**config.mk**
```make
export PLATFORM = sky130hd
export DESIGN_NAME = dmem_lsu
export DESIGN_NICKNAME = d
export VERILOG_FILES = /design/src/rtl/core_types_pkg.sv /design/src/rtl/dmem_lane_align.sv /design/src/rtl/dmem_lsu.sv
export SDC_FILE = /design/constraint.sdc
export NUM_CORES = 1
export LEC_CHECK = 0
export CAP_MARGIN = 0
export CORE_UTILIZATION = 45
export CTS_CLUSTER_SIZE = 28
export DETAILED_ROUTE_END_ITERATION = 16
export MAX_ROUTING_LAYER = met4
export PLACE_DENSITY = 0.8
export SLEW_MARGIN = 20
export SYNTH_ARGS = -nofsm -noshare
export SYNTH_HDL_FRONTEND = slang
export SYNTH_SLANG_ARGS = --single-unit
```
**constraint.sdc**
```tcl
create_clock -name clk -period 2.6 [get_ports clk]
set_clock_uncertainty 0.1 [all_clocks]
set_input_delay 0.52 -clock clk [delete_from_list [all_inputs] [get_ports clk]]
set_output_delay 0.52 -clock clk [all_outputs]
set_load 0.02 [all_outputs]
```
**src/rtl/core_types_pkg.sv**
```systemverilog
`default_nettype none
// ============================================================================
//  Module      : core_types_pkg
//  Description : Shared types and constants for the data-memory path:
//                LSU state encoding, access-length codes (shared with
//                decode), the dmem request control packet and an alignment
//                helper.
//  Revision    : 1.0 - initial release
// ============================================================================
package core_types_pkg;

  // Data/address width of the core datapath.
  localparam int DMEM_N_BITS = 32;

  // Access-length codes as produced by decode.
  localparam logic [1:0] LSU_LEN_WORD = 2'd0;
  localparam logic [1:0] LSU_LEN_BYTE = 2'd1;
  localparam logic [1:0] LSU_LEN_HALF = 2'd2;

  typedef enum logic [2:0] {
    IDLE = 3'd0,
    REQ  = 3'd1,
    RESP = 3'd2,
    ERR  = 3'd3,
    DONE = 3'd4
  } lsu_state_t;

  // Request control packet from decode: mtype 1 = store.
  typedef struct packed {
    logic       vld;
    logic       mtype;
    logic [1:0] len;
  } dmem_req_ctrl_t;

  // Natural alignment check. Byte accesses are always aligned. The unused
  // length code 3 is treated like a word.
  function automatic logic lsu_is_aligned(input logic [1:0] len,
                                          input logic [1:0] off);
    logic ok;
    case (len)
      LSU_LEN_BYTE: ok = 1'b1;
      LSU_LEN_HALF: ok = ~off[0];
      default:      ok = (off == 2'b00);
    endcase
    return ok;
  endfunction

endpackage : core_types_pkg
`default_nettype wire

```
**src/rtl/dmem_lane_align.sv**
```systemverilog
`default_nettype none
// ============================================================================
//  Module      : dmem_lane_align
//  Description : Purely combinational byte-lane logic for the LSU.
//                - alignment check of the incoming access
//                - store data / byte-strobe placement into word lanes
//                - load byte/half extraction with sign or zero extension
//  Ports       : st_len, st_off, st_data -> aligned, wdata, wstrb
//                ld_len, ld_off, ld_unsigned, rdata -> ld_data
//  Revision    : 1.0 - initial release
// ============================================================================
module dmem_lane_align
  import core_types_pkg::*;
#(
  parameter int N_BITS    = DMEM_N_BITS,
  parameter int STRB_BITS = N_BITS / 8
) (
  // store / incoming-access side
  input  logic [1:0]           st_len,
  input  logic [1:0]           st_off,
  input  logic [N_BITS-1:0]    st_data,
  output logic                 aligned,
  output logic [N_BITS-1:0]    wdata,
  output logic [STRB_BITS-1:0] wstrb,
  // load side (captured access attributes + raw memory word)
  input  logic [1:0]           ld_len,
  input  logic [1:0]           ld_off,
  input  logic                 ld_unsigned,
  input  logic [N_BITS-1:0]    rdata,
  output logic [N_BITS-1:0]    ld_data
);

  logic [N_BITS-1:0] shifted;
  logic              sign_bit;

  assign aligned = lsu_is_aligned(st_len, st_off);

  // Store lane placement. Halfwords shift by 16*off[1]; off[0] is zero for
  // any aligned half, so shifting by 8*off gives the same result.
  always_comb begin
    wdata = st_data;
    wstrb = {STRB_BITS{1'b1}};
    case (st_len)
      LSU_LEN_BYTE: begin
        wdata = {{(N_BITS-8){1'b0}}, st_data[7:0]} << {st_off, 3'b000};
        wstrb = {{(STRB_BITS-1){1'b0}}, 1'b1} << st_off;
      end
      LSU_LEN_HALF: begin
        wdata = {{(N_BITS-16){1'b0}}, st_data[15:0]} << {st_off[1], 4'b0000};
        wstrb = {{(STRB_BITS-2){1'b0}}, 2'b11} << st_off;
      end
      default: begin
        wdata = st_data;
        wstrb = {STRB_BITS{1'b1}};
      end
    endcase
  end

  // Load extraction: bring the addressed lane down to bit 0 then extend.
  assign shifted = rdata >> {ld_off, 3'b000};

  always_comb begin
    sign_bit = 1'b0;
    ld_data  = rdata;
    case (ld_len)
      LSU_LEN_BYTE: begin
        sign_bit = ~ld_unsigned & shifted[7];
        ld_data  = {{(N_BITS-8){sign_bit}}, shifted[7:0]};
      end
      LSU_LEN_HALF: begin
        sign_bit = ~ld_unsigned & shifted[15];
        ld_data  = {{(N_BITS-16){sign_bit}}, shifted[15:0]};
      end
      default: begin
        ld_data = rdata;
      end
    endcase
  end

endmodule : dmem_lane_align
`default_nettype wire

```
**src/rtl/dmem_lsu.sv**
```systemverilog
`default_nettype none
// ============================================================================
//  Module      : dmem_lsu
//  Description : M-stage load/store unit. Accepts one dmem request from the
//                pipeline, issues it to data memory over valid/ready, waits
//                for the load response, and presents a registered result
//                (done / ld_data / misalign) for writeback. The pipeline is
//                stalled while a transaction is in flight.
//  Ports       : clk, rst_n            clock, async active-low reset
//                vld_in, squash_in     M-stage valid and squash
//                stall_in              downstream stall (holds result)
//                req_ctrl_pkt          {vld, mtype, len}
//                ld_unsigned, addr, st_data   access attributes
//                mem_req_*             request channel to data memory
//                mem_resp_vld/rdata    load response channel
//                stall, done, ld_data, misalign   pipeline-facing results
//  Revision    : 1.0 - initial release
// ============================================================================
module dmem_lsu
  import core_types_pkg::*;
#(
  parameter int N_BITS    = DMEM_N_BITS,
  parameter int STRB_BITS = N_BITS / 8
) (
  input  logic                 clk,
  input  logic                 rst_n,
  input  logic                 vld_in,
  input  logic                 squash_in,
  input  logic                 stall_in,
  input  dmem_req_ctrl_t       req_ctrl_pkt,
  input  logic                 ld_unsigned,
  input  logic [N_BITS-1:0]    addr,
  input  logic [N_BITS-1:0]    st_data,
  output logic                 mem_req_vld,
  input  logic                 mem_req_rdy,
  output logic                 mem_req_we,
  output logic [N_BITS-1:0]    mem_req_addr,
  output logic [STRB_BITS-1:0] mem_req_wstrb,
  output logic [N_BITS-1:0]    mem_req_wdata,
  input  logic                 mem_resp_vld,
  input  logic [N_BITS-1:0]    mem_resp_rdata,
  output logic                 stall,
  output logic                 done,
  output logic [N_BITS-1:0]    ld_data,
  output logic                 misalign
);

  lsu_state_t state, state_nxt;

  // Captured request
  logic                 mtype_q;
  logic [1:0]           len_q;
  logic                 unsigned_q;
  logic [1:0]           off_q;
  logic [N_BITS-1:0]    waddr_q;
  logic [N_BITS-1:0]    wdata_q;
  logic [STRB_BITS-1:0] wstrb_q;

  // Registered result
  logic [N_BITS-1:0]    ld_data_q;
  logic                 misalign_q;

  // Lane-logic results
  logic                 aligned;
  logic [N_BITS-1:0]    al_wdata;
  logic [STRB_BITS-1:0] al_wstrb;
  logic [N_BITS-1:0]    ext_data;

  logic accept;
  logic in_req;

  assign accept = vld_in & req_ctrl_pkt.vld & ~squash_in & (state == IDLE);
  assign in_req = (state == REQ);

  dmem_lane_align #(
    .N_BITS    (N_BITS),
    .STRB_BITS (STRB_BITS)
  ) u_lane_align (
    .st_len      (req_ctrl_pkt.len),
    .st_off      (addr[1:0]),
    .st_data     (st_data),
    .aligned     (aligned),
    .wdata       (al_wdata),
    .wstrb       (al_wstrb),
    .ld_len      (len_q),
    .ld_off      (off_q),
    .ld_unsigned (unsigned_q),
    .rdata       (mem_resp_rdata),
    .ld_data     (ext_data)
  );

  // --------------------------------------------------------------------------
  // FSM
  // --------------------------------------------------------------------------
  always_ff @(posedge clk or negedge rst_n) begin
    if (!rst_n) state <= IDLE;
    else        state <= state_nxt;
  end

  always_comb begin
    state_nxt = state;
    case (state)
      IDLE: begin
        if (accept) state_nxt = aligned ? REQ : ERR;
      end
      REQ: begin
        if (mem_req_rdy) state_nxt = mtype_q ? DONE : RESP;
      end
      RESP: begin
        if (mem_resp_vld) state_nxt = DONE;
      end
      ERR: begin
        state_nxt = DONE;
      end
      DONE: begin
        if (!stall_in) state_nxt = IDLE;
      end
      default: begin
        state_nxt = IDLE;
      end
    endcase
  end

  // --------------------------------------------------------------------------
  // Request capture. Loads capture a zero strobe/data so the request channel
  // never presents write lanes for a read.
  // --------------------------------------------------------------------------
  always_ff @(posedge clk or negedge rst_n) begin
    if (!rst_n) begin
      mtype_q    <= 1'b0;
      len_q      <= 2'b00;
      unsigned_q <= 1'b0;
      off_q      <= 2'b00;
      waddr_q    <= '0;
      wdata_q    <= '0;
      wstrb_q    <= '0;
    end else if (accept) begin
      mtype_q    <= req_ctrl_pkt.mtype;
      len_q      <= req_ctrl_pkt.len;
      unsigned_q <= ld_unsigned;
      off_q      <= addr[1:0];
      waddr_q    <= {addr[N_BITS-1:2], 2'b00};
      wdata_q    <= req_ctrl_pkt.mtype ? al_wdata : '0;
      wstrb_q    <= req_ctrl_pkt.mtype ? al_wstrb : '0;
    end
  end

  // --------------------------------------------------------------------------
  // Result registers. Cleared on accept so a store or misaligned access
  // reports zero load data; held through DONE while stall_in is high.
  // --------------------------------------------------------------------------
  always_ff @(posedge clk or negedge rst_n) begin
    if (!rst_n) begin
      ld_data_q  <= '0;
      misalign_q <= 1'b0;
    end else if (accept) begin
      ld_data_q  <= '0;
      misalign_q <= 1'b0;
    end else if (state == ERR) begin
      ld_data_q  <= '0;
      misalign_q <= 1'b1;
    end else if ((state == RESP) && mem_resp_vld) begin
      ld_data_q  <= ext_data;
    end
  end

  // --------------------------------------------------------------------------
  // Outputs. Request fields come only from registers and are zeroed outside
  // REQ so the memory sees a quiet channel when no request is pending.
  // --------------------------------------------------------------------------
  assign mem_req_vld   = in_req;
  assign mem_req_we    = in_req & mtype_q;
  assign mem_req_addr  = in_req ? waddr_q : '0;
  assign mem_req_wstrb = in_req ? wstrb_q : '0;
  assign mem_req_wdata = in_req ? wdata_q : '0;

  assign stall    = accept | (state == REQ) | (state == RESP) | (state == ERR);
  assign done     = (state == DONE);
  assign ld_data  = ld_data_q;
  assign misalign = done & misalign_q;

endmodule : dmem_lsu
`default_nettype wire

```
Yosys cells after proc, flatten, opt, wreduce, memory -nomap -nowiden
Cells that the tools add are included.
W data, S select, Z words.
Word-level totals
  register bits after elaboration: 108
  input bits: 108
  output and inout bits: 105
  logic and storage cells: 67
Operators by class
  equal/unequal tests: 12
  shift-type cells: 5
  mux-type cells: 21
  bitwise gates (word level): 13
  reduce and logical (&&, ||, !) cells: 6
Operator list (count)
  $mux W32: 6
  $pmux W32 S2: 2
  $shl A16 B5 Y32: 1
  $shl A8 B5 Y32: 1
  $shr A32 B5 Y16: 1
  $mux W3: 5
  $pmux W3 S5: 1
  $mux W4: 2
  $ne A2 B2 Y1 const B: 4
  $pmux W4 S2: 1
  $and A1 B1 Y1: 7
  $eq A3 B2 Y1 const B: 2
  $eq A2 B1 Y1 const B: 2
  $eq A2 B2 Y1 const B: 2
  $reduce_and A4 Y1: 1
  $shl A1 B2 Y4 const A: 1
  $shl A2 B2 Y4 const A: 1
  $eq A3 B1 Y1 const B: 1
  $eq A3 B3 Y1 const B: 1
  $logic_not A3 Y1: 1
  $not A1 Y1: 3
  $or A1 B1 Y1: 3
  $reduce_bool A3 Y1: 1
  $logic_not A2 Y1: 1
  5 further kinds: 6

Depth between registers and ports, before layout
Gate-level depths: netlist of run 1.
  depth after elaboration: 6
  gate-level depth with buffers: 8

Hierarchy
Synthesis of run 1 repeated with hierarchy kept, for this count alone.
Second synthesis, totals
  cells, all modules: 623
  area, all modules: 6217.2 um2
Modules (own cells, without submodules)
  dmem_lsu: times used 1, cells an instance 407, area an instance 4828.4 um2, sequential area each 2702.6 um2
  dmem_lane_align: times used 1, cells an instance 216, area an instance 1388.8 um2, sequential area each 0.0 um2

Worst setup path before layout of run 1
Ideal clock, no wire load.
  path type: flip-flop to output port
  start: reg state[0]
  end: out mem_req_wdata[10]
  arrival: 1521 ps
  required time: 1980 ps
  setup slack: 459 ps
  cell stages (with the launch flop): 7
  buffers on the path: 3
  path through: dfrtp_1 > buf_2 > nor2b_1 > and2b_1 > clkbuf_1 > clkbuf_1 > and2_1
Between the ends
  word-level cells in the longest chain between the ends: 2
RTL lines
  start: declaration: RTL line dmem_lsu.sv:48  | lsu_state_t state, state_nxt;
  start signal: assignment: RTL line dmem_lsu.sv:97  | else state <= state_nxt;
  $eq A3 B1 Y1: RTL line dmem_lsu.sv:73  | assign in_req = (state == REQ);
  $mux W32: RTL line dmem_lsu.sv:175  | assign mem_req_wdata = in_req ? wdata_q : '0;
  end: declaration: RTL line dmem_lsu.sv:39  | output logic [N_BITS-1:0] mem_req_wdata,
Every way passes these cells.

Final worst setup path of run 1
  start: reg state[2]
  end: out mem_req_wstrb[3]
Between the ends
  word-level cells in the longest chain between the ends: 2
RTL lines
  $eq A3 B1 Y1: RTL line dmem_lsu.sv:73
  $mux W4: RTL line dmem_lsu.sv:174  | assign mem_req_wstrb = in_req ? wstrb_q : '0;
  end: declaration: RTL line dmem_lsu.sv:38  | output logic [STRB_BITS-1:0] mem_req_wstrb,
Every way passes these cells.

==> Implementation_results.wiki, run 1 <==
{| class="wikitable"
! Metric !! Value
|-
| Library cell contributing the largest single delay on the critical path || sky130_fd_sc_hd__dfrtp_1
|-
| Initial DRT Pass Iterations || 5
|-
| Initial antenna violation count || 0
|-
| Status || complete, no violations
|-
| Endpoint required time on the critical path || 1.98 ns
|-
| Remaining routing DRC violations || 0
|-
| Endpoint class of the critical path || primary output
|-
| Max-cap check violation count || 0
|-
| Leading post-synthesis cells by cell area || sky130_fd_sc_hd__dfrtp_1 (48%), sky130_fd_sc_hd__nand2_1 (9.0%), sky130_fd_sc_hd__and2_1 (7.6%)
|-
| Root buffer selected by CTS || sky130_fd_sc_hd__clkbuf_16
|-
| Number of standard-cell rows in the floorplan || 40
|-
| Critical path arrival || 1.86 ns
|-
| Die Ht || 114 µm
|-
| Initial DRC count || 415
|-
| Number of inserted filler cells in the final layout || 991
|-
| Die Width || 114 µm
|-
| Proportion of synthesized flip-flops having asynchronous set or reset || 100%
|-
| Highest clock frequency the design can meet || 402 MHz
|-
| Clock Sinks || 108
|-
| Number of global-route vias before repair || 5222
|-
| CTS H-Tree Depth || 3
|-
| Number of buffers added on ports || 210
|-
| Critical path buffer and inverter count || 2
|-
| Fin. max-slew vios || 0
|-
| Worst Max-Slew Pin Slew || 0.687 ns
|-
| Hold Violations, Final || 0
|-
| Maximum number of pins on one net before global-route repair || 69
|-
| Synth warnings || 0
|-
| Slew headroom || 54.2%
|-
| Number of library cell types mapped by synthesis || 48
|-
| Final count of negative-setup-slack endpoints || 0
|-
| Post-Synthesis Cell Area || 5610 µm²
|-
| Delay-heaviest family, CP || buffers and inverters
|-
| Number of antenna diodes || 0
|-
| DP HPWL || 12.3 mm
|-
| Flops & latches, synth || 108
|-
| I/O Pins || 213
|-
| Leakage || 3.88 nW
|-
| Critical path cell sequence || nor2b_1, and2b_1, buf_12, and2_1, dlygate4sd2_1
|-
| Core region area || 12100 µm²
|-
| Overall Global Routing Usage || 26.7%
|-
| Ratio of cells with drive above 1 in the final layout || 6.57%
|-
| Worst-path clk slew || 0.07 ns
|-
| Antenna Nets Post-Route || 0
|-
| Area Growth Syn to Fin || 44.0%
|-
| Minimum setup slack after placement || 0.0124 ns
|-
| Aggregate routed wire length || 16.7 mm
|-
| Post-route setup slack || 0.115 ns
|-
| Number of enable flip-flop cells after synthesis || 0
|-
| Total of hold buffers inserted after clock tree synthesis || 0
|-
| TritonCTS clock tree || yes
|-
| Post-layout min period || 2.48 ns
|-
| Layout net count || 915
|-
| Post-Synthesis Mean Instance Area || 9.23 µm²
|-
| Source-to-sink clock delay at the later pin of the worst-skew pair || 0.34 ns
|-
| Startpoint class of the critical path || register
|-
| Unrepaired setup endpoints after global routing || no
|-
| First-pass GRT wire length || 26.1 mm
|-
| Setup TNS || 0 ns
|-
| Hold Crit Class || input port to asynchronous set/reset pin
|-
| Total number of vias || 5360
|-
| Leading cell type by number of instances after synthesis || sky130_fd_sc_hd__nand2_1
|-
| Power per cell area || 865 nW/µm²
|-
| Final cycle utilization of the critical path || 95.6%
|-
| Share of the synthesized area in the top cell type || 48.2%
|-
| Predominant post-synthesis flop cell || sky130_fd_sc_hd__dfrtp_1
|-
| Max Fanout on Critical Path || 68
|-
| Peak supply drop || 0.341 mV
|-
| Final routed wire length divided by cell count || 17.2 µm
|-
| Initial Utilization || 46.5%
|-
| Part of the Yosys area used for sequential elements || 48.2%
|-
| Post-synthesis instance total || 608
|-
| Buffer depth of the longest clock path || 2
|-
| Leading area contributor after synthesis || sky130_fd_sc_hd__dfrtp_1
|-
| List of most frequent post-synthesis cells || sky130_fd_sc_hd__nand2_1 (134), sky130_fd_sc_hd__dfrtp_1 (108), sky130_fd_sc_hd__and2_1 (68), sky130_fd_sc_hd__o21ai_0 (65), sky130_fd_sc_hd__a22oi_1 (41)
|-
| Placer Congestion || 0.930
|-
| Sum of overflow across all layers after global routing || 0
|-
| Via-per-instance ratio || 5.50
|-
| Total clock buffers created by CTS || 9
|-
| Die area || 12900 µm²
|-
| Stage delay of the slowest cell on the critical path || 0.38 ns
|-
| Setup CP Type || register to primary output
|}
## worst paths after layout
check                                    to  slack [ns]  cells past startpoint        from
min reg2reg                      waddr_q[7]        0.37                      2  waddr_q[7]
max                        mem_req_wstrb[3]        0.12                      5    state[2]
max reg2reg                     waddr_q[19]        0.62                      6    state[1]
min                             waddr_q[21]        0.12                      1       rst_n
max in group asynchronous       wdata_q[18]        1.53                      2       rst_n
min in group clk                 waddr_q[7]        0.37                      2  waddr_q[7]
## stage by stage
stage                     hold WS, ns  instances  total power [W]  instance area, µm²  util [%]
after detailed placement        0.355        960          0.00577                7880      65.3
final                           0.122        975          0.00698                8080      67.0
after global routing            0.164        975          0.00740                8080      67.0
after global placement          0.349        960          0.00565                7880      65.3
after floorplan                 0.124        609          0.00450                5610         -
after CTS                       0.131        975          0.00702                8070      66.9
## where the power goes
group | switching, W | internal, W
Clock | 0.000616 | 0.000675
Combinational | 0.00170 | 0.00133
Sequential | 0.000344 | 0.00232
## state kept, by name, summed over array words and instances, names as in the netlist
name	cells
mtype_q	1
unsigned_q	1
waddr_q	30
misalign_q	1
off_q	2
wstrb_q	4
state	3
ld_data	32
len_q	2
wdata_q	32
## layout make-up
class / instances / area (µm²) / share of cell area [%]
Clock buffer: 10 / 239 / 2.96
Clock inverter: 5 / 37.5 / 0.465
Inverter: 11 / 41.3 / 0.511
Multi-Input combinational cell: 439 / 2600 / 32.1
Timing Repair Buffer: 234 / 2250 / 27.9
Tap cell: 168 / 210 / 2.60
Sequential cell: 108 / 2700 / 33.5
## cells by family after synthesis
kind of cell             count (synthesis)  synth area share [%]
AO/OA/AOI/OAI                          186                  22.7
adder cells (fa/ha/maj)                  4                 0.892
AND/OR/NAND/NOR                        236                  20.3
flip-flops                             108                  48.2
other                                    1                0.0668
multiplexers                            11                  2.01
buffers and inverters                   62                  5.78
## cell usage in the layout, fill, tap and decap left out, drive strengths merged, types with 5 or more instances in the layout
master         instances
o21ai                 72
a21oi                 15
a22o                   9
nor2b                 11
clkdlybuf4s50        140
a211oi                15
a221o                  8
clkbuf                10
inv                   12
buf                   25
nand2                135
o2bb2ai                8
dfrtp                108
a22oi                 41
nor2                   5
dlygate4sd2           67
mux2i                  9
and2                  68
a2bb2oi                9
## worst reg2reg max path, delay by kind of cell, from the launching register on
kind | cells | cell delay, ns
buffers and inverters | 2 | 0.42
flip-flops | 1 | 0.38
AND/OR/NAND/NOR | 4 | 0.96
## routing by layer
metal	global-route usage [%]	part of all wire, %
met5	-	0
met4	10.0	2.4
met3	4.41	6.5
met2	43.6	49
met1	33.3	42
## what timing repair did
| action | 4_1_cts | 5_1_grt |
|---|---|---|
| buffers inserted | 0 | 0 |
| pin swaps | 0 | 0 |
| resized for setup | 67 | 2 |
| gates cloned | 0 | 0 |
| setup endpoints to repair | 67 | 2 |
No activity file was read; power rests on OpenSTA's default activity.
==> run 2, diff against run 1 <==
CORE_UTILIZATION = 42   (was 45)
PLACE_DENSITY = 0.76   (was 0.8)
SYNTH_HIERARCHICAL = 1   (was not set)
clock period = 2.1 ns   (was 2.6 ns; I/O delays follow)
==> Implementation_results.wiki, run 2 <==
{| class="wikitable"
! Metric !! Value
|-
| Number of library cell types mapped by synthesis || 49
|-
| Initial DRT Pass Iterations || 5
|-
| Power per cell area || 1180 nW/µm²
|-
| Endpoint class of the critical path || primary output
|-
| Placed Instance Area || 8680 µm²
|-
| Critical path cell sequence || nor3b_4, buf_6, buf_16, and2_1, buf_6
|-
| CTS H-Tree Depth || 3
|-
| Root buffer selected by CTS || sky130_fd_sc_hd__clkbuf_16
|-
| Final instance area || 9090 µm²
|-
| Clock Sinks || 108
|-
| Leading post-synthesis cells by cell area || sky130_fd_sc_hd__dfrtp_1 (43%), sky130_fd_sc_hd__and2_1 (7.6%), sky130_fd_sc_hd__mux2i_1 (7.1%)
|-
| Leading cell type by number of instances after synthesis || sky130_fd_sc_hd__dfrtp_1
|-
| Critical path arrival || 1.62 ns
|-
| Total clock buffers created by CTS || 9
|-
| Initial antenna violation count || 0
|-
| Number of global-route vias before repair || 5425
|-
| Critical path buffer and inverter count || 3
|-
| Commonest cells after routing, fill and taps aside || sky130_fd_sc_hd__clkdlybuf4s50_1 (137), sky130_fd_sc_hd__dfrtp_1 (108), sky130_fd_sc_hd__nand2_1 (86), sky130_fd_sc_hd__buf_4 (58), sky130_fd_sc_hd__and2_1 (51)
|-
| Number of enable flip-flop cells after synthesis || 0
|-
| DP HPWL || 13.1 mm
|-
| Leakage || 4.13 nW
|-
| Endpoint required time on the critical path || 1.58 ns
|-
| Aggregate routed wire length || 17.9 mm
|-
| Post-layout min period || 2.14 ns
|-
| Design Power || 0.0107 W
|-
| Proportion of synthesized flip-flops having asynchronous set or reset || 100%
|-
| Antenna Nets Post-Route || 0
|-
| Die Width || 124 µm
|-
| Post-Synthesis Cell Area || 6220 µm²
|-
| Number of inserted filler cells in the final layout || 1161
|-
| Core region area || 14500 µm²
|-
| Worst hold slack after final layout || 0.379 ns
|-
| Final routed wire length divided by cell count || 17.3 µm
|-
| Part of the Yosys area used for sequential elements || 43.5%
|-
| Worst-path clk slew || 0.07 ns
|-
| Final count of negative-setup-slack endpoints || 37
|-
| Post-route setup slack || -0.0400 ns
|-
| Startpoint of the worst setup timing path || state[1]
|-
| Setup CP Type || register to primary output
|-
| List of most frequent post-synthesis cells || sky130_fd_sc_hd__dfrtp_1 (108), sky130_fd_sc_hd__nand2_1 (86), sky130_fd_sc_hd__and2_1 (76), sky130_fd_sc_hd__a22o_1 (50)
|-
| Total number of vias || 5431
|-
| Number of antenna diodes || 0
|-
| Post-synthesis instance total || 623
|-
| Worst reg2reg startpoint || len_q[1]
|-
| Sum of overflow across all layers after global routing || 0
|-
| Startpoint class of the critical path || register
|-
| Hold Crit Class || register to register
|-
| Final cycle utilization of the critical path || 102%
|-
| Initial DRC count || 419
|-
| Maximum number of pins on one net before global-route repair || 54
|-
| Max Fanout on Critical Path || 20
|-
| Overall Global Routing Usage || 24.4%
|-
| Peak supply drop || 0.710 mV
|-
| Max-cap check violation count || 0
|-
| Synth warnings || 6
|-
| Initial Utilization || 42.9%
|-
| Delay-heaviest family, CP || buffers and inverters
|-
| Most frequent standard cell in the layout excluding fill and tap cells || sky130_fd_sc_hd__clkdlybuf4s50_1
|-
| Flops & latches, synth || 108
|-
| Number of buffers added on ports || 210
|-
| Remaining routing DRC violations || 0
|-
| Placer Congestion || 0.894
|-
| Leading area contributor after synthesis || sky130_fd_sc_hd__dfrtp_1
|-
| Buffer depth of the longest clock path || 2
|-
| Area Growth Syn to Fin || 46.2%
|-
| TritonCTS clock tree || yes
|-
| Predominant post-synthesis flop cell || sky130_fd_sc_hd__dfrtp_1
|-
| Hold Violations, Final || 0
|-
| Die Ht || 124 µm
|-
| I/O Pins || 213
|-
| Highest clock frequency the design can meet || 467 MHz
|-
| Ratio of cells with drive above 1 in the final layout || 21.6%
|-
| Fin. max-slew vios || 0
|-
| Post-Synthesis Mean Instance Area || 9.98 µm²
|-
| Library cell contributing the largest single delay on the critical path || sky130_fd_sc_hd__dfrtp_1
|-
| Violated checks || setup timing
|-
| Number of standard-cell rows in the floorplan || 44
|-
| Minimum setup slack after placement || -0.375 ns
|-
| Stage delay of the slowest cell on the critical path || 0.41 ns
|-
| Layout net count || 957
|-
| Final core area utilization || 62.8%
|-
| Via-per-instance ratio || 5.25
|-
| Status || finished with violations
|-
| Share of the synthesized area in the top cell type || 43.5%
|-
| Source-to-sink clock delay at the later pin of the worst-skew pair || 0.35 ns
|-
| Unrepaired setup endpoints after global routing || yes
|-
| Die area || 15300 µm²
|-
| Cell seen most often among critical-path stages || sky130_fd_sc_hd__buf_6
|-
| First-pass GRT wire length || 27.7 mm
|-
| Start point of the worst min-delay path || waddr_q[28]
|}
## run 2: cell count changes after synthesis, moves of 12 or more
cell / delta
sky130_fd_sc_hd__nand2_1: -48
sky130_fd_sc_hd__o21ai_0: -47
sky130_fd_sc_hd__a22o_1: +41
sky130_fd_sc_hd__mux2i_1: +35
sky130_fd_sc_hd__inv_1: +33
sky130_fd_sc_hd__a22oi_1: -32
sky130_fd_sc_hd__mux2_1: +31
sky130_fd_sc_hd__a211oi_1: -15
sky130_fd_sc_hd__nor2b_1: +12
## run 2: cell families after synthesis
group,count (synthesis),synth area share (%)
adder cells (fa/ha/maj),4,0.805
AND/OR/NAND/NOR,223,19.0
AO/OA/AOI/OAI,116,14.8
multiplexers,82,14.3
other,1,0.0603
buffers and inverters,89,7.53
flip-flops,108,43.5
## run 2: area by class of cell
class | count | area [µm²] | area share [%]
well taps | 184 | 230 | 2.53
multi-input cells | 427 | 3140 | 34.6
inverters | 44 | 165 | 1.82
clock inverters | 3 | 20.0 | 0.220
repair buffers | 255 | 2560 | 28.1
flip-flops and latches | 108 | 2700 | 29.7
clock buffers | 13 | 270 | 2.97
## run 2: power by group
| part | total (W) | switching (W) | internal, W |
|---|---|---|---|
| clock | 0.00166 | 0.000761 | 0.000901 |
| combinational | 0.00539 | 0.00272 | 0.00267 |
| sequential | 0.00367 | 0.000593 | 0.00308 |
## run 2: routing by layer
layer | part of all wire (%) | global-route usage (%) | vias up | wire length, µm
li1 | - | - | 2554 | -
met1 | 43 | 31.0 | 2609 | 7640
met2 | 48 | 39.4 | 234 | 8610
met3 | 6.8 | 3.75 | 34 | 1210
met4 | 2.2 | 8.58 | 0 | 395
met5 | 0 | - | - | 0
## run 2: what timing repair did
action	CTS	global route
endpoints found under the hold margin	29	0
gates cloned	2	0
setup buffers	3	0
resized for setup	406	27
endpoints found under the setup margin	71	96
pin swaps	2	5
hold buffers	1	0
## run 2: final timing paths
path	to	cells after the start	slack, ns
max in group asynchronous	waddr_q[20]	3	0.81
setup / recovery	mem_req_we	5	-0.04
hold / removal	waddr_q[28]	1	0.38
setup reg to reg	ld_data[9]	8	0.16
min in group asynchronous	wdata_q[23]	2	0.46
hold reg to reg	waddr_q[28]	1	0.38
## run 2: per-stage QoR
| stage | cells | TNS (ns) |
|---|---|---|
| after floorplan | 624 | 0 |
| after global placement | 1014 | -12.73 |
| after detailed placement | 1014 | -17.15 |
| after CTS | 1036 | -1.08 |
| after global routing | 1034 | -4.00 |
| final | 1034 | -1.06 |
